--- config.mk ---
export PLATFORM = sky130hd
export DESIGN_NAME = gb_regfile
export DESIGN_NICKNAME = d
export VERILOG_FILES = /design/src/rtl/gb_regfile.sv
export SDC_FILE = /design/constraint.sdc
export NUM_CORES = 1
export LEC_CHECK = 0
export BUFFER_PORTS_ARGS = -buffer_cell sky130_fd_sc_hd__buf_4
export CAP_MARGIN = 0
export CORE_ASPECT_RATIO = 1.5
export CORE_UTILIZATION = 60
export CTS_BUF_LIST = sky130_fd_sc_hd__clkbuf_16
export DETAILED_ROUTE_END_ITERATION = 10
export GPL_TIMING_DRIVEN = 0
export HOLD_SLACK_MARGIN = 0.06
export PLACE_DENSITY = 0.83
export SLEW_MARGIN = 30
export SYNTH_ARGS = -nofsm -noshare
export SYNTH_HDL_FRONTEND = slang
export SYNTH_SLANG_ARGS = --single-unit
--- constraint.sdc ---
create_clock -name clk -period 11.26 [get_ports clk]
set_clock_uncertainty 0.15 [all_clocks]
set_input_delay 2.252 -clock clk [delete_from_list [all_inputs] [get_ports clk]]
set_output_delay 2.252 -clock clk [all_outputs]
set_load 0.05 [all_outputs]
--- src/rtl/gb_regfile.sv ---
// rtl/gb_regfile.sv - byte/pair register file with flag masking and pair inc/dec
//
// Register file of NUM_REGS bytes, WIDTH bits each. Pair p is byte 2p (high half)
// and byte 2p+1 (low half). Byte FLAG_REG only ever stores bits set in FLAG_MASK.
// All reads are combinational from stored state. Updates take one clock edge.
//
// Ports:
//   clk        in   clock, rising edge
//   rst        in   synchronous active-high reset, clears all registers
//   rd_a_sel   in   SW        byte read select A
//   rd_a_data  out  WIDTH     byte read data A (0 when select out of range)
//   rd_b_sel   in   SW        byte read select B
//   rd_b_data  out  WIDTH     byte read data B (0 when select out of range)
//   rdp_sel    in   PW        pair read select
//   rdp_data   out  2*WIDTH   pair read data {byte 2p, byte 2p+1}
//   wr_en      in   1         byte write enable
//   wr_sel     in   SW        byte write select
//   wr_data    in   WIDTH     byte write data
//   wrp_en     in   1         pair write enable
//   wrp_sel    in   PW        pair write select
//   wrp_data   in   2*WIDTH   pair write data
//   idp_en     in   1         pair increment/decrement enable
//   idp_sel    in   PW        pair inc/dec select
//   idp_dec    in   1         0 = increment, 1 = decrement
//   zero       out  1         stored pair idp_sel equals 0

module gb_regfile #(
   parameter int               WIDTH     = 8,
   parameter int               NUM_REGS  = 8,
   parameter int               FLAG_REG  = 1,
   parameter logic [WIDTH-1:0] FLAG_MASK = WIDTH'(8'hF0),
   localparam int              SW        = ($clog2(NUM_REGS) < 1) ? 1 : $clog2(NUM_REGS),
   localparam int              PW        = ($clog2(NUM_REGS / 2) < 1) ? 1 : $clog2(NUM_REGS / 2)
) (
   input  logic                 clk,
   input  logic                 rst,
   input  logic [SW-1:0]        rd_a_sel,
   output logic [WIDTH-1:0]     rd_a_data,
   input  logic [SW-1:0]        rd_b_sel,
   output logic [WIDTH-1:0]     rd_b_data,
   input  logic [PW-1:0]        rdp_sel,
   output logic [2*WIDTH-1:0]   rdp_data,
   input  logic                 wr_en,
   input  logic [SW-1:0]        wr_sel,
   input  logic [WIDTH-1:0]     wr_data,
   input  logic                 wrp_en,
   input  logic [PW-1:0]        wrp_sel,
   input  logic [2*WIDTH-1:0]   wrp_data,
   input  logic                 idp_en,
   input  logic [PW-1:0]        idp_sel,
   input  logic                 idp_dec,
   output logic                 zero
);

   localparam int                 NP       = NUM_REGS / 2;
   localparam logic [2*WIDTH-1:0] PAIR_ONE = (2*WIDTH)'(1);

   logic [WIDTH-1:0]   regs_q [NUM_REGS];
   logic [WIDTH-1:0]   regs_d [NUM_REGS];
   logic [2*WIDTH-1:0] idp_cur;
   logic [2*WIDTH-1:0] idp_res;
   logic               wrp_ok;
   logic               idp_ok;

   // Reads select by comparison against every index so out-of-range
   // selects simply match nothing and return 0.
   always_comb begin : read_ports
      rd_a_data = '0;
      rd_b_data = '0;
      rdp_data  = '0;
      idp_cur   = '0;
      for (int i = 0; i < NUM_REGS; i++) begin
         if (int'(rd_a_sel) == i) rd_a_data = regs_q[i];
         if (int'(rd_b_sel) == i) rd_b_data = regs_q[i];
      end
      for (int p = 0; p < NP; p++) begin
         if (int'(rdp_sel) == p) rdp_data = {regs_q[2*p], regs_q[2*p+1]};
         if (int'(idp_sel) == p) idp_cur  = {regs_q[2*p], regs_q[2*p+1]};
      end
   end

   assign zero = (idp_cur == '0);

   // Byte priority wrp > idp > wr: each byte takes the lowest-priority hit
   // first and is overridden by higher ones. A wrp to the idp pair covers
   // both bytes, so the idp is discarded as a whole.
   always_comb begin : next_state
      idp_res = idp_dec ? (idp_cur - PAIR_ONE) : (idp_cur + PAIR_ONE);
      wrp_ok  = wrp_en && (int'(wrp_sel) < NP);
      idp_ok  = idp_en && (int'(idp_sel) < NP) && !(wrp_ok && (wrp_sel == idp_sel));
      for (int i = 0; i < NUM_REGS; i++) begin
         regs_d[i] = regs_q[i];
         if (wr_en && (int'(wr_sel) == i)) begin
            regs_d[i] = wr_data;
         end
         if (idp_ok && (int'(idp_sel) == i / 2)) begin
            regs_d[i] = (i % 2 == 0) ? idp_res[2*WIDTH-1:WIDTH] : idp_res[WIDTH-1:0];
         end
         if (wrp_ok && (int'(wrp_sel) == i / 2)) begin
            regs_d[i] = (i % 2 == 0) ? wrp_data[2*WIDTH-1:WIDTH] : wrp_data[WIDTH-1:0];
         end
         // Flag byte is masked on the way in, so stored value and reads
         // never carry non-mask bits.
         if (i == FLAG_REG) begin
            regs_d[i] = regs_d[i] & FLAG_MASK;
         end
         if (rst) begin
            regs_d[i] = '0;
         end
      end
   end

   always_ff @(posedge clk) begin
      for (int i = 0; i < NUM_REGS; i++) begin
         regs_q[i] <= regs_d[i];
      end
   end

endmodule

# Word-level counts from Yosys, hierarchy flattened
# Memories as Yosys holds them, arrays and structs flattened.
# Cells that the tools add are included.
# W data, S select, Z words.
# classes
add_sub_neg,2
mul,0
div_mod_pow,0
n_lt_le_gt_ge,0
n_eq_ne,31
shifts,0
mux,57
bitwise,0
reduce_logical,26
# ops
op,n
$mux W8,48
$mux W16,9
$eq A3 B3 Y1 const B,12
$eq A3 B2 Y1 const B,6
$logic_and A1 B1 Y1,18
$add A16 B1 Y16 const B,1
$logic_not A16 Y1,1
$sub A16 B1 Y16 const B,1
$eq A2 B2 Y1 const B,6
$eq A3 B1 Y1 const B,3
$logic_not A3 Y1,3
$eq A2 B1 Y1 const B,3
$logic_not A2 Y1,3
$eq A2 B2 Y1,1
$logic_not A1 Y1,1
# totals
regBits,0
latch_bits,0
ram_bits,64
romBits,0
output_inout_bits,33
n_memories,1
# memory_table
memory,depth,width,read_ports,rd_clocked_by_memory_dff,wr,line,rtl
regs_q,8,8,8,0,8,58,logic [WIDTH-1:0] regs_q [NUM_REGS];

# Logic depth before layout (Yosys ltp)
# Gate-level depths: netlist (run 1).
# logic_depth
word_depth,10
mapped_depth,11

# Worst setup path after synthesis (run 1)
# Ideal clock, no wire load.
# synth_path
path_kind,input -> output
start,input port rd_b_sel[2]
end,output port rd_b_data[6]
t_arrival_ns,4.382
path_slack_ns,4.476
stages,5
path_buffers,2
cell_sequence,clkbuf_1 -> clkbuf_1 -> o21ai_0 -> o221a_2 -> o21ai_0
# synth_between
elab_chain_len,9
# synth_rtl
element,line,rtl
start: declaration,39,"input logic [SW-1:0] rd_b_sel,"
$logic_not A3 Y1,74,if (int'(rd_b_sel) == i) rd_b_data = regs_q[i];
$mux W8 (7 in a row),74,
$mux W8 (*),74,
end: declaration,40,"output logic [WIDTH-1:0] rd_b_data,"
# Every way passes the cells marked *; elsewhere a longest branch is shown, timed or not.

# Worst setup path in the final report (run 1)
# layout_path
start,input port idp_sel[0]
end,output port zero
# layout_between
elab_chain_len,6
# layout_rtl
element,line,rtl
start: declaration,50,"input logic [PW-1:0] idp_sel,"
$logic_not A2 Y1,78,"if (int'(idp_sel) == p) idp_cur = {regs_q[2*p], regs_q[2*p+1]};"
$mux W16 (3 in a row),78,
$mux W16 (*),78,
$logic_not A16 Y1 (*),82,assign zero = (idp_cur == '0);
end: declaration,52,output logic zero
# Marked as above.

==> results of run 1 <==
## per-layer routing
metal | vias to the layer above | wire, microns | share of wire (%) | GRT usage, %
li1 | 2988 | - | - | -
met1 | 3307 | 8510 | 32 | 62.4
met2 | 739 | 11100 | 42 | 77.1
met3 | 221 | 3960 | 15 | 30.0
met4 | 0 | 2670 | 10 | 41.2
met5 | - | 0 | 0 | 6.11
## cell families after synthesis
| logic type | Yosys count | synth area share [%] |
|---|---|---|
| buffers and inverters | 55 | 3.67 |
| XOR/XNOR | 13 | 2.07 |
| flip-flops | 60 | 20.5 |
| multiplexers | 72 | 20.4 |
| AND/OR/NAND/NOR | 285 | 22.4 |
| adder cells (fa/ha/maj) | 17 | 3.75 |
| AO/OA/AOI/OAI | 236 | 27.3 |
## path summary, 6_finish.rpt
kind	start	end	slack, ps
worst min-delay path	regs_q[0][28]	regs_q[0][28]	390
worst max-delay path	idp_sel[0]	zero	4220
worst max register to register	regs_q[1][8]	regs_q[1][4]	7710
worst min register to register	regs_q[0][28]	regs_q[0][28]	390
## cell type report
class | count | area, sq um | area share (%)
tap | 112 | 140 | 2.07
multi-input combinational | 623 | 4460 | 65.8
sequential | 60 | 1200 | 17.7
clock inverter | 7 | 28.8 | 0.424
buffer | 51 | 200 | 2.95
inverter | 4 | 15.0 | 0.221
clock buffer | 9 | 225 | 3.32
timing repair buffer | 68 | 510 | 7.53
## worst max-delay path: stages
cell and delay (ps):
buf_4 130, buf_2 240, buf_1 680, mux4_2 490
nor4_1 390, and4_1 260, buf_4 200
## cells in the mapped netlist (all sizes together) (12+ instances only)
| master | number |
|---|---|
| ha | 16 |
| a211oi | 19 |
| nand3 | 12 |
| nor3 | 15 |
| nor2b | 12 |
| nand2 | 85 |
| mux2i | 20 |
| mux4 | 36 |
| o21ai | 44 |
| clkbuf | 42 |
| dfxtp | 60 |
| mux2 | 16 |
| nor2 | 105 |
| a21oi | 61 |
| o211ai | 20 |
## power breakdown
| part | leakage [uW] | switching (uW) | internal, uW |
|---|---|---|---|
| clock network | 0.000142 | 97.1 | 144 |
| registers | 0.000494 | 46.0 | 233 |
| logic | 0.00205 | 230 | 134 |
| total | 0.00269 | 373 | 511 |
## through the flow
step / power [uW] / util (%) / hold WS [ps] / instance area (sq um)
3_3_place_gp: 614 / 69.6 / 361 / 6520
4_1_cts: 859 / 72.3 / 374 / 6770
5_1_grt: 916 / 72.4 / 408 / 6780
3_5_place_dp: 623 / 69.6 / 367 / 6520
2_1_floorplan: 501 / - / 311 / 5870
6_report: 884 / 72.4 / 385 / 6780
==> out/qor.txt, run 1 <==
Pins Over Slew Limit: 0
Final nets: 879
first-pass iteration count of the detailed router: 7
Mapped Avg Cell Area: 7.95 sq um
Yosys reg bits: 60
routed len/inst: 28.1 microns
Biggest register: regs_q
status: finished, final reports clean
Mapped Area: 5870 sq um
Die Y: 123 microns
most common cell after layout, fill and taps aside: nor2_1
Yosys warning count: 0
most frequent cells in the layout: nor2_1, nand2_1, buf_4
count of flip-flops with a built-in enable after synthesis: 0
# DRC: 0
initial antenna violation count: 0
startpoint types: input pin
final WL: 26300 microns
PwrDens: 130 nW/um^2
Final GP Congestion: 1.08
CP Max Fanout: 10
detailed-route via count: 7255
max cap viols: 0
Data required, critical path: 8860 ps
CTS root buf: clkbuf_16
Hold Path Cell Cnt: 2
layout cells sized above 1: 18.6%
Pleak: 0.00269 uW
core area: 9360 sq um
first-pass GRT wire length: 40000 microns
Synth top area share: 20.5%
H-tree depth: 3
Clock Sinks: 60
ys flop type: dfxtp_1
number of global-route vias before repair: 6832
Hold Crit Class: reg2reg
Overflow after GRT: 0
Post-Route Setup TNS: 0 ps
Max clock buf depth: 2
Critical Path End Type: output port
ant diodes: 0
asr flop ratio synth: 0%
Placed Cells incl. Taps: 918
Rows: 43
PortBufs: 68
unrepaired setup endpoints after global routing: false
Via density: 7.77
All-Layer GR Usage: 55.5%
Clk pin slew, worst setup/hold paths: 50 ps
Synth cell types: 69
Largest register FFs: 60
Initial Utilization: 62.7%
Largest regs: regs_q x60
I/O pins: 78
die footprint: 10200 sq um
syn_nets: 800
sequential fraction of the synthesis area: 20.5%
Worst EP arrival: 4640 ps
# setup viols final: 0
post-DP HPWL: 19200 microns
Slew HR: 38.0%
CTS tree: done
post-route minimum period: 7040 ps
Post-CTS Setup Bufs: 0
CP Class: in2out
maximum clock rate: 0.142 GHz
pre-CTS setup slack: 4320 ps
Detail Route Antenna Nets: 0
Resized Gates After CTS: 0
clock insertion delay at the later pin of the skew report: 330 ps
Syn Inst Count: 738
Finished Layout Cells: 934
Area Growth Syn to Fin: 15.6%
final count of hold timing violations: 0
largest net degree at the start of global routing: 19
synth top area cells: dfxtp_1, mux4_2, nor2_1
worst slew pin tran: 919 ps
Fillers: 751
Max VDD drop: 0.000114 V
Detailed Route Iter0 Violations: 1435
final setup margin: 4220 ps
Yosys top cell by area: dfxtp_1
CTS Buf Count: 9
final worst-path cycle share: 62.6%
R2R cell count: 10
CTS hold repair buffers: 0
Die X: 82.7 microns
Power figures use the tool's default switching activity.
==> inputs of run 2 (changes only) <==
--- a/config.mk
+++ b/config.mk
@@ -8,12 +8,12 @@
 export BUFFER_PORTS_ARGS = -buffer_cell sky130_fd_sc_hd__buf_4
 export CAP_MARGIN = 0
 export CORE_ASPECT_RATIO = 1.5
-export CORE_UTILIZATION = 60
+export CORE_UTILIZATION = 54
 export CTS_BUF_LIST = sky130_fd_sc_hd__clkbuf_16
 export DETAILED_ROUTE_END_ITERATION = 10
 export GPL_TIMING_DRIVEN = 0
 export HOLD_SLACK_MARGIN = 0.06
-export PLACE_DENSITY = 0.83
+export PLACE_DENSITY = 0.78
 export SLEW_MARGIN = 30
 export SYNTH_ARGS = -nofsm -noshare
 export SYNTH_HDL_FRONTEND = slang
==> constraint.sdc (replaced) <==
create_clock -name clk -period 6.3 [get_ports clk]
set_clock_uncertainty 0.15 [all_clocks]
set_input_delay 1.26 -clock clk [delete_from_list [all_inputs] [get_ports clk]]
set_output_delay 1.26 -clock clk [all_outputs]
set_load 0.05 [all_outputs]
==> run 2 against run 1 <==
  * First-iteration DRC count is 21% lower
  * Global-route usage fell by 8.6 points
  * Die area grew 11%
  * Cell area grew 0.50%
  * Count of clock-buffer cells in the layout unchanged
  * Largest cell class unchanged
  * Non-clock buffer count unchanged
  * Hold slack worse by 2.0 ps
==> out/qor.txt, run 2 (synthesis gave the netlist of run 1 again) <==
initial antenna violation count: 0 (unchanged)
Hold Path Cell Cnt: 2 (unchanged)
CTS root buf: clkbuf_16
Rows: 46 (+7.0%)
# setup viols final: 0 (unchanged)
most common cell after layout, fill and taps aside: nor2_1
Initial Utilization: 55.4% (-7.3 points)
final worst-path cycle share: 77.2%
CTS hold repair buffers: 0 (unchanged)
Die X: 87.1 microns (+5.3%)
first-pass GRT wire length: 38600 microns (-3.5%)
Final nets: 879 (unchanged)
first-pass iteration count of the detailed router: 6 (-1)
layout cells sized above 1: 18.4% (-0.24 points)
unrepaired setup endpoints after global routing: false
Overflow after GRT: 0 (unchanged)
clock insertion delay at the later pin of the skew report: 330 ps (about the same)
most frequent cells in the layout: nor2_1, nand2_1, buf_4
Tot Pwr: 1570 uW (+78%)
CTS Buf Count: 9 (unchanged)
Detail Route Antenna Nets: 0 (unchanged)
detailed-route via count: 7108 (-2.0%)
Final GP Congestion: 1.06 (-1.7%)
Pins Over Slew Limit: 0 (unchanged)
Worst EP arrival: 3450 ps (-1190 ps)
die footprint: 11300 sq um (+11%)
Area Growth Syn to Fin: 16.2%
Max VDD drop: 0.000165 V (+45%)
Storage cell area: 1200 sq um (unchanged)
PortBufs: 68 (unchanged)
maximum clock rate: 0.206 GHz
Largest regs: regs_q x60
Clock Sinks: 60 (unchanged)
Post-Route Setup TNS: 0 ps (unchanged)
routed len/inst: 26.7 microns (-5.1%)
status: finished, final reports clean
final count of hold timing violations: 0 (unchanged)
Largest register FFs: 60 (unchanged)
max cap viols: 0 (unchanged)
Post-CTS Setup Bufs: 0 (unchanged)
CP Class: in2out
Hold Crit Class: reg2reg
CP Max Fanout: 10 (unchanged)
number of global-route vias before repair: 6608 (-3.3%)
largest net degree at the start of global routing: 19 (unchanged)
Max clock buf depth: 2 (unchanged)
PwrDens: 230 nW/um^2 (+77%)
startpoint types: input pin
All-Layer GR Usage: 47.0% (-8.6 points)
I/O pins: 78 (unchanged)
Detailed Route Iter0 Violations: 1131 (-21%)
core area: 10600 sq um (+13%)
Biggest register: regs_q
Via density: 7.36 (-5.3%)
# DRC: 0 (unchanged)
Resized Gates After CTS: 0 (unchanged)
post-route minimum period: 4860 ps
Die Y: 130 microns (+5.3%)
final WL: 25800 microns (-1.9%)
H-tree depth: 3 (unchanged)
ant diodes: 0 (unchanged)
R2R cell count: 9 (-1)
Critical Path End Type: output port
area of the multi-input gates: 4460 sq um (-0.11%)
Fillers: 988 (+32%)
Clk pin slew, worst setup/hold paths: 50 ps (about the same)
post-DP HPWL: 19600 microns (+2.3%)
worst slew pin tran: 1080 ps (+165 ps)
CTS tree: done
Data required, critical path: 4890 ps (-3970 ps)
Pleak: 0.00268 uW (-0.29%)
Slew HR: 27.3% (-11 points)
-- run 2: changes by cell type in the layout (fill, tap and decap cells not counted) --
cell,change
nor3b_2,-1
inv_1,-1
nor3b_1,+1
clkinv_1,+2
clkinv_2,-1
-- run 2: report_power, final --
part | switching (uW) | internal [uW]
clock network | 173 | 256
registers | 79.5 | 417
logic | 406 | 239
-- run 2: layout make-up --
class,count,area share [%]
Clock inverter,7,0.404
Tap cell,144,2.64
Buffer,51,2.94
Timing Repair Buffer,68,7.49
Multi-Input combinational cell,623,65.4
Sequential cell,60,17.6
Clock buffer,9,3.30
Inverter,4,0.220
-- run 2: through the flow --
step	cell area (sq um)	utilization [%]	cells	hold WS [ps]	worst slack, ps
after floorplan	5870	-	738	311	1500
after global placement	6560	61.9	950	361	1370
after detailed placement	6560	62.0	950	370	1240
after CTS	6820	64.4	966	376	1460
after global routing	6820	64.4	966	417	1340
final	6820	64.4	966	383	1440
-- run 2: routing by layer --
| layer | part of all wire, % | wire length, microns | vias up | track usage (%) |
|---|---|---|---|---|
| li1 | - | - | 2988 | - |
| met1 | 34 | 8680 | 3280 | 57.8 |
| met2 | 44 | 11400 | 648 | 73.5 |
| met3 | 12 | 3180 | 192 | 6.94 |
| met4 | 9.8 | 2520 | 0 | 36.2 |
| met5 | 0 | 0 | - | 0 |
-- run 2: final timing paths --
kind            startpoint             to  slack, ps
min reg2reg  regs_q[0][28]  regs_q[0][28]        380
max             idp_sel[0]           zero       1440
max reg2reg  regs_q[1][18]   regs_q[1][7]       2820
min          regs_q[0][28]  regs_q[0][28]        380
-- run 2: critical path: stages --
cell and delay [ps]:
buf_4 130, buf_2 240, buf_1 580, mux4_2 470
nor4_1 330, and4_1 240, buf_4 200
==> inputs of run 3 (changes only) <==
==> constraint.sdc (replaced) <==
create_clock -name clk -period 3.95 [get_ports clk]
set_clock_uncertainty 0.15 [all_clocks]
set_input_delay 0.79 -clock clk [delete_from_list [all_inputs] [get_ports clk]]
set_output_delay 0.79 -clock clk [all_outputs]
set_load 0.05 [all_outputs]
==> run 3 against run 2 <==
  * Setup slack got worse by 1400 ps
  * Highest routed layer unchanged
  * Via count increased by 1.0%
  * Critical path type is now in2reg
  * Cell area is 1.1% higher
==> out/qor.txt, run 3 (synthesis gave the netlist of run 1 again) <==
RR Endpoint: regs_q[1][4]
status: finished, final reports clean
Worst EP arrival: 3970 ps (+520 ps)
Storage cell area: 1200 sq um (unchanged)
first-pass iteration count of the detailed router: 7 (+1)
Detail Route Antenna Nets: 0 (unchanged)
Area Growth Syn to Fin: 17.5%
Hold Crit Class: reg2reg
Overflow after GRT: 0 (unchanged)
most common cell after layout, fill and taps aside: nor2_1
post-DP HPWL: 19600 microns (unchanged)
Largest register FFs: 60 (unchanged)
final worst-path cycle share: 98.2%
final WL: 26000 microns (+0.65%)
PortBufs: 68 (unchanged)
number of global-route vias before repair: 6618 (+0.15%)
H-tree depth: 3 (unchanged)
Worst path most repeated cell: buf_6
Die Y: 130 microns (unchanged)
Max VDD drop: 0.000266 V (+61%)
Final nets: 879 (unchanged)
Worst path top cell family by delay: compound AO/OA/AOI/OAI gates
combinational power share: 41.5% (+0.4 points)
CTS Buf Count: 9 (unchanged)
clock insertion delay at the later pin of the skew report: 340 ps (about the same)
Rows: 46 (unchanged)
RR Startpoint: regs_q[1][8]
Slowest cell on crit path: mux4_2
Levels on crit path: 12 (+5)
Clock power frac: 27.1% (-0.2 points)
pre-CTS setup slack: -638 ps (-1880 ps)
Clock Sinks: 60 (unchanged)
Worst Path Buf+Inv: 3 (-1)
Pins Over Slew Limit: 0 (unchanged)
Biggest register: regs_q
CP Max Fanout: 10 (unchanged)
Pleak: 0.00270 uW (+0.66%)
CTS hold repair buffers: 0 (unchanged)
Data required, critical path: 4040 ps (-850 ps)
Placed Cells incl. Taps: 950 (unchanged)
detailed-route via count: 7181 (+1.0%)
post-route minimum period: 3880 ps
NetSw: 1070 uW (+62%)
PwrDens: 368 nW/um^2 (+60%)
Initial Utilization: 55.4% (unchanged)
I/O pins: 78 (unchanged)
first-pass GRT wire length: 38500 microns (-0.30%)
worst slew pin tran: 1010 ps (-69.0 ps)
layout cells sized above 1: 19.6% (+1.2 points)
Critical Path End Type: flop
startpoint types: input pin
largest net degree at the start of global routing: 19 (unchanged)
max cap viols: 0 (unchanged)
Die X: 87.1 microns (unchanged)
routed len/inst: 26.9 microns (+0.65%)
Largest regs: regs_q x60
die footprint: 11300 sq um (unchanged)
CTS tree: done
Via density: 7.43 (+1.0%)
Detailed Route Iter0 Violations: 1118 (-1.1%)
Slew HR: 31.9% (+4.6 points)
Seq pwr share: 31.3% (-0.3 points)
critical path's largest stage delay: 550 ps (-30 ps)
CTS root buf: clkbuf_16
Max clock buf depth: 2 (unchanged)
Switching Fraction: 42.1% (+0.20 points)
core area: 10600 sq um (unchanged)
Fillers: 979 (-0.91%)
final count of hold timing violations: 0 (unchanged)
R2R cell count: 10 (+1)
area of the multi-input gates: 4520 sq um (+1.4%)
initial antenna violation count: 0 (unchanged)
Final GP Congestion: 1.06 (unchanged)
Setup crit end: regs_q[1][23]
sequence of cells on the critical path: buf_4, buf_6, buf_6, mux4_2, ha_1, a21oi_1, o21ai_1, a2111oi_1, o22ai_2, xnor2_2, or2_1, o32ai_1
Tot Pwr: 2530 uW (+61%)
Setup crit start: idp_sel[1]
# setup viols final: 0 (unchanged)
CP Class: in2reg
register-to-register setup slack: 560 ps (-2260 ps)
ant diodes: 0 (unchanged)
Finished Layout Cells: 966 (unchanged)
maximum clock rate: 0.258 GHz
final setup margin: 72.4 ps (-1370 ps)
# DRC: 0 (unchanged)
most frequent cells in the layout: nor2_1, nand2_1, buf_4
Clk pin slew, worst setup/hold paths: 50 ps (about the same)
unrepaired setup endpoints after global routing: true
Hold WS: 388 ps (+5.26 ps)
All-Layer GR Usage: 46.8% (-0.16 points)
Pint: 1470 uW (+61%)
-- run 3: cell counts in the layout (fill, tap and decap cells not counted) --
No cell type changed its count.
-- run 3: power by group through the flow --
stage,Clock [uW],Combinational [uW],Sequential [uW]
detailed placement,0,993,789
global placement,0,973,787
CTS,678,1000,777
global route,707,1100,788
floorplan,0,704,723
finish,687,1050,794
-- run 3: worst min path at each step --
stage                       start       endpoint  slack, ps  cells past startpoint
floorplan           regs_q[1][25]  regs_q[1][25]        310                      2
global placement    regs_q[0][28]  regs_q[0][28]        360                      2
detailed placement  regs_q[0][28]  regs_q[0][28]        370                      2
CTS                 regs_q[0][28]  regs_q[0][28]        380                      2
global route        regs_q[0][28]  regs_q[0][28]        420                      2
finish              regs_q[0][28]  regs_q[0][28]        390                      2
-- run 3: timing repair --
item	4_1_cts	5_1_grt
setup endpoints to repair	20	19
resized for setup	6	13
buffers inserted	0	0
pin swaps	1	1
-- run 3: cell type report --
type | count | share of cell area, %
clock buffer | 9 | 3.27
multi-input combinational | 623 | 65.6
clock inverter | 7 | 0.399
tap | 144 | 2.61
inverter | 4 | 0.218
buffer | 51 | 3.10
sequential | 60 | 17.4
timing repair buffer | 68 | 7.41
-- run 3: tightest hold or removal path, stage by stage, from the launching register on --
cell and delay (ps):
dfxtp_1 360, nand2_1 80, a21oi_1 50
-- run 3: through the flow --
stage / instance area (sq um) / util [%] / setup TNS (ps)
2_1_floorplan: 5870 / - / 0
3_3_place_gp: 6560 / 61.9 / -12460
3_5_place_dp: 6560 / 62.0 / -14840
4_1_cts: 6830 / 64.5 / 0
5_1_grt: 6890 / 65.1 / -47.0
6_report: 6890 / 65.1 / 0
-- run 3: layer usage --
layer | GRT usage (%) | wire length (microns)
met1 | 56.9 | 8700
met2 | 74.1 | 11400
met3 | 7.32 | 3280
met4 | 35.3 | 2570
met5 | 0 | 0
